`src/rtl/sha256_ctrl_if.sv`:
```
// sha256_ctrl_if
//   Groups the controller's block handshake, compression-core link and digest
//   outputs into one bundle.
//   master : environment side (message buffer, compression core, digest consumer)
//   slave  : the sha256_ctrl sequencer
//   Signals:
//     start, block_ready, block_last          : message/block control in
//     parser_ready                            : controller can take a block
//     core_start, core_hash_in                : launch pulse and current H to core
//     core_done, core_hash_out                : core completion and working vars a..h
//     digest, digest_valid, busy              : result and status
interface sha256_ctrl_if;
  logic         start;
  logic         block_ready;
  logic         block_last;
  logic         parser_ready;
  logic         core_start;
  logic [255:0] core_hash_in;
  logic         core_done;
  logic [255:0] core_hash_out;
  logic [255:0] digest;
  logic         digest_valid;
  logic         busy;

  modport master (
    output start, block_ready, block_last, core_done, core_hash_out,
    input  parser_ready, core_start, core_hash_in, digest, digest_valid, busy
  );

  modport slave (
    input  start, block_ready, block_last, core_done, core_hash_out,
    output parser_ready, core_start, core_hash_in, digest, digest_valid, busy
  );
endinterface

```
`src/rtl/sha256_ctrl.sv`:
```
// sha256_ctrl
//   Block-level sequencer for the SHA-256 datapath. Takes padded 512-bit blocks
//   from the message buffer, launches the 64-round compression core once per
//   block, accumulates the core result into the running hash H0..H7 and
//   presents the digest after the last block.
//   Ports:
//     clk  : rising-edge clock
//     rst  : asynchronous active-high reset
//     bus  : sha256_ctrl_if.slave (handshake, core link, digest/status)
//   H0 occupies [255:224], H7 occupies [31:0] on every 256-bit bus.
module sha256_ctrl (
  input  logic         clk,
  input  logic         rst,
  sha256_ctrl_if.slave bus
);

  typedef enum logic [2:0] {
    IDLE,
    WAIT_BLK,
    RUN,
    ACCUM,
    DONE
  } state_t;

  localparam logic [255:0] IV = {
    32'h6a09e667, 32'hbb67ae85, 32'h3c6ef372, 32'ha54ff53a,
    32'h510e527f, 32'h9b05688c, 32'h1f83d9ab, 32'h5be0cd19
  };

  state_t       state;
  logic [255:0] h;
  logic [255:0] work;
  logic         last_q;
  logic         parser_ready;
  logic         core_start;
  logic         digest_valid;
  logic         busy;

  // Eight independent 32-bit modular adds; carries are dropped per word.
  function automatic logic [255:0] add_words(input logic [255:0] a,
                                             input logic [255:0] b);
    logic [255:0] s;
    s = '0;
    for (int i = 0; i < 8; i++) begin
      s[i*32 +: 32] = a[i*32 +: 32] + b[i*32 +: 32];
    end
    return s;
  endfunction

  // Status outputs are registered alongside the state so that each one is
  // already correct in the first cycle of the state it belongs to.
  always_ff @(posedge clk or posedge rst) begin
    if (rst) begin
      state        <= IDLE;
      h            <= '0;
      work         <= '0;
      last_q       <= 1'b0;
      parser_ready <= 1'b0;
      core_start   <= 1'b0;
      digest_valid <= 1'b0;
      busy         <= 1'b0;
    end else begin
      core_start <= 1'b0;
      case (state)
        IDLE: begin
          if (bus.start) begin
            h            <= IV;
            state        <= WAIT_BLK;
            parser_ready <= 1'b1;
            busy         <= 1'b1;
          end
        end
        WAIT_BLK: begin
          if (bus.block_ready && parser_ready) begin
            last_q       <= bus.block_last;
            state        <= RUN;
            parser_ready <= 1'b0;
            core_start   <= 1'b1;
          end
        end
        RUN: begin
          // core_done may coincide with the launch cycle for a fast core.
          if (bus.core_done) begin
            work  <= bus.core_hash_out;
            state <= ACCUM;
          end
        end
        ACCUM: begin
          h <= add_words(h, work);
          if (last_q) begin
            state        <= DONE;
            busy         <= 1'b0;
            digest_valid <= 1'b1;
          end else begin
            state        <= WAIT_BLK;
            parser_ready <= 1'b1;
          end
        end
        DONE: begin
          if (bus.start) begin
            h            <= IV;
            state        <= WAIT_BLK;
            digest_valid <= 1'b0;
            parser_ready <= 1'b1;
            busy         <= 1'b1;
          end
        end
        default: begin
          state        <= IDLE;
          parser_ready <= 1'b0;
          digest_valid <= 1'b0;
          busy         <= 1'b0;
        end
      endcase
    end
  end

  assign bus.parser_ready = parser_ready;
  assign bus.core_start   = core_start;
  assign bus.core_hash_in = h;
  assign bus.digest       = h;
  assign bus.digest_valid = digest_valid;
  assign bus.busy         = busy;

endmodule

```
`src/flat_wrapper.sv`:
```
// flat-port wrapper written by rule: the top's interface ports become plain ports
module sha256_ctrl_flat 
  (clk, rst, bus_start, bus_block_ready, bus_block_last, bus_core_done, bus_core_hash_out, bus_parser_ready, bus_core_start, bus_core_hash_in, bus_digest, bus_digest_valid, bus_busy);
  sha256_ctrl_if bus_i ();
  input  logic clk;
  input  logic rst;
  input wire logic [$bits(bus_i.start)-1:0] bus_start;
  input wire logic [$bits(bus_i.block_ready)-1:0] bus_block_ready;
  input wire logic [$bits(bus_i.block_last)-1:0] bus_block_last;
  input wire logic [$bits(bus_i.core_done)-1:0] bus_core_done;
  input wire logic [$bits(bus_i.core_hash_out)-1:0] bus_core_hash_out;
  output wire logic [$bits(bus_i.parser_ready)-1:0] bus_parser_ready;
  output wire logic [$bits(bus_i.core_start)-1:0] bus_core_start;
  output wire logic [$bits(bus_i.core_hash_in)-1:0] bus_core_hash_in;
  output wire logic [$bits(bus_i.digest)-1:0] bus_digest;
  output wire logic [$bits(bus_i.digest_valid)-1:0] bus_digest_valid;
  output wire logic [$bits(bus_i.busy)-1:0] bus_busy;
  assign bus_i.start = bus_start;
  assign bus_i.block_ready = bus_block_ready;
  assign bus_i.block_last = bus_block_last;
  assign bus_i.core_done = bus_core_done;
  assign bus_i.core_hash_out = bus_core_hash_out;
  assign bus_parser_ready = bus_i.parser_ready;
  assign bus_core_start = bus_i.core_start;
  assign bus_core_hash_in = bus_i.core_hash_in;
  assign bus_digest = bus_i.digest;
  assign bus_digest_valid = bus_i.digest_valid;
  assign bus_busy = bus_i.busy;
  sha256_ctrl u_core (.clk(clk), .rst(rst), .bus(bus_i));
endmodule
```
`config.mk`:
```
export PLATFORM = sky130hd
export DESIGN_NAME = sha256_ctrl_flat
export DESIGN_NICKNAME = d
export VERILOG_FILES = /design/src/rtl/sha256_ctrl_if.sv /design/src/rtl/sha256_ctrl.sv /design/src/flat_wrapper.sv
export SDC_FILE = /design/constraint.sdc
export NUM_CORES = 2
export LEC_CHECK = 0
export ABC_CLOCK_PERIOD_IN_PS = 18700
export CORE_AREA = 2 2 302 304
export DETAILED_ROUTE_END_ITERATION = 6
export DIE_AREA = 0 0 304 306
export GPL_ROUTABILITY_DRIVEN = 0
export SKIP_LAST_GASP = 1
export SLEW_MARGIN = 15
export SYNTH_ARGS = -nofsm -noshare
export SYNTH_HDL_FRONTEND = slang
export SYNTH_SLANG_ARGS = --single-unit
export TNS_END_PERCENT = 30
```
`constraint.sdc`:
```
create_clock -name clk -period 18.7 [get_ports clk]
set_clock_uncertainty 0.1 [all_clocks]
set_input_delay 3.74 -clock clk [delete_from_list [all_inputs] [get_ports clk]]
set_output_delay 3.74 -clock clk [all_outputs]
set_load 0.02 [all_outputs]
```
==> run metrics <==
Avg Vias per Cell=5.13; Initial Util=0.361; core box area=89600 µm²; share of layout cells above drive strength 1=0.106; Leakage Power=around 18 nW; Net Sw Power=3.82 mW; Antenna Nets Post-Route=0; CP Class=in -> async; critical path launch point type=input port; worst slack at placement=11.12 ns; synth warn=0; synthesized flop and latch total=520; setup ws final=12.08 ns; clock sink count=520; dpl cell area=39500 µm²; worst slew pin tran=1.13 ns; Die Wd=304 µm; Hold-fix buffers, CTS=0; placed cell count=4860; H-tree depth=2; total die area=93000 µm²; Final Non-Filler Cells=4979; Final Hold Fails=0; CTS max path bufs=3; design area=41800 µm²; synthesized area per cell=9.99 µm²; number of flops mapped to enable cells by yosys=0; clock share of power=0.152; first-pass GRT wire length=around 150000 µm; Rel. slew slack=0.244; DRC violations left=0; grt ovf=0; MaxCap Viol Count=0; crit end category=async pin; post-CTS setup buffers=0; fin crit period=~6.6 ns; Clk Latency, worst-skew pair=0.66 ns; CTS Buf Count=61; final-report max-slew violation count=0; most common cell after layout, fill and taps aside=clkdlybuf4s50_1; first-iteration detailed-routing DRC count=1277; Worst EP required=19.31 ns; worst min path class=reg -> reg; Root Driver=clkbuf_16; CTS tree=built; largest net degree at the start of global routing=158; Syn Std Cell Area=~32000 µm²; Die Span Y=306 µm; Worst Path Arrival=7.23 ns; cell-internal power=4.80 mW; post-CTS sizing=0; drt total wl=approximately 99000 µm; number of global-route vias before repair=25400; sequential share of power=0.245; fmax=approximately 150 MHz; pwr/cell area=206 nW/µm²; Total GRT Usage=0.207; initial antenna violation count=12; Reg clk slew, reported paths=0.06 ns; sum of negative setup slack=0 ns; prevailing post-synth register cell=dfrtp_1; Net Sw Frac=0.443; Gate power share=0.603; post-synthesis sequential area ratio=0.402; Tcrit/Tclk final=0.354; status=complete, no violations; Synth Instances=3243; PortBufs=slightly below 800; FFs w/ async S/R, synth=1.00; final-layout fill cell count=8417; nets@finish=4265; most frequent cells in the layout=777 x clkdlybuf4s50_1, 520 x dfrtp_1, 312 x a21oi_1; largest fanout on the critical path=between 100 and 150; IO Count=approximately 800; drt first pass iters=5; R2R Setup Slk=14.41 ns; Area Overhead vs Synth=28.9%; # rows=110; post-synthesis cell type count=81; Via Count=25600; RSZ-0062 raised after global routing=no; IR drop worst, VDD=~0.00011 V; Net Count, Synth=3761; dpl hpwl=roughly 73000 µm; routed length per instance=20.0 µm; Final setup violation count=0
-- critical path, cell delays in order --
cell and delay, ns:
clkdlybuf4s50_1 0.49, inv_8 0.70, buf_4 0.78, buf_4 0.74, buf_4 0.68
-- cells in the mapped netlist, types with 88 or more instances --
| library cell | n | share of area |
|---|---|---|
| a21oi_1 | 313 | 0.048 |
| xor2_1 | 100 | 0.027 |
| nor2_1 | 201 | 0.023 |
| buf_4 | 257 | 0.060 |
| nand2_1 | 237 | 0.027 |
| clkbuf_1 | 88 | 0.010 |
| mux2_2 | 254 | 0.088 |
| a21o_1 | 111 | 0.026 |
| xnor2_1 | 109 | 0.029 |
| o21ai_0 | 206 | 0.032 |
| dfrtp_1 | 520 | 0.40 |
| ha_1 | 248 | 0.096 |
-- per-layer routing --
layer	part of all wire	GRT usage
met1	0.43	0.257
met2	0.50	0.362
met5	0.00052	0
met4	0.030	0.0670
met3	0.049	0.0393
-- through the flow --
stage          power (mW)   util  hold WS, ns
2_1_floorplan        5.86      -        0.385
3_3_place_gp         7.28  0.441        0.394
3_5_place_dp         7.32  0.441        0.401
4_1_cts              8.69  0.466        0.415
5_1_grt              9.30  0.466        0.424
6_report             8.62  0.466        0.412
-- path summary, 6_finish.rpt --
check | depth (start not counted) | startpoint | endpoint
setup / recovery | 5 | rst | u_core.bus.core_hash_in[7]$_DFFE_PP0P_
hold / removal | 1 | u_core.work[28]$_DFFE_PP0P_ | u_core.work[28]$_DFFE_PP0P_
setup reg to reg | 7 | u_core.state[0]$_DFFE_PP0P_ | u_core.bus.core_hash_in[191]$_DFFE_PP0P_
hold reg to reg | 1 | u_core.work[28]$_DFFE_PP0P_ | u_core.work[28]$_DFFE_PP0P_
max in group clk | 7 | bus_start | u_core.bus.core_hash_in[191]$_DFFE_PP0P_
min in group asynchronous | 2 | rst | u_core.bus.core_hash_in[161]$_DFFE_PP0P_
-- sequential cells by signal (all words and copies together), names as in the netlist --
register and cells:
u_core.bus.core_start 1, u_core.bus.digest_valid 1, u_core.bus.busy 1, u_core.work 256, u_core.bus.parser_ready 1, u_core.state 3
u_core.bus.core_hash_in 256, u_core.last_q 1
-- power groups by stage --
stage          logic (mW)  registers, mW  clock network [mW]
6_report             5.20           2.12                1.31
5_1_grt              5.73           2.18                1.39
4_1_cts              5.21           2.13                1.35
3_5_place_dp         5.18           2.14                   0
3_3_place_gp         5.14           2.13                   0
2_1_floorplan        3.74           2.12                   0
-- layout make-up --
cell class,count,area [µm²],share of cell area
clock buffers,84,1740,0.0418
clock inverters,29,460,0.0110
diodes,6,15.0,0.000360
flip-flops and latches,520,13000,0.312
inverters,72,278,0.00665
repair buffers,793,7920,0.190
multi-input cells,2299,16900,0.404
well taps,1176,1470,0.0352
-- cell families (layout without fill, tap and decap cells) --
family,count (synthesis),in the layout,share of synthesized area
AO/OA/AOI/OAI,918,918,0.179
XOR/XNOR,209,209,0.0565
adder cells (fa/ha/maj),256,256,0.101
buffers and inverters,424,978,0.0792
flip-flops,520,520,0.402
multiplexers,266,266,0.0920
other,0,6,0
AND/OR/NAND/NOR,650,650,0.0908
Note: power is estimated with default switching activity, not from simulation.
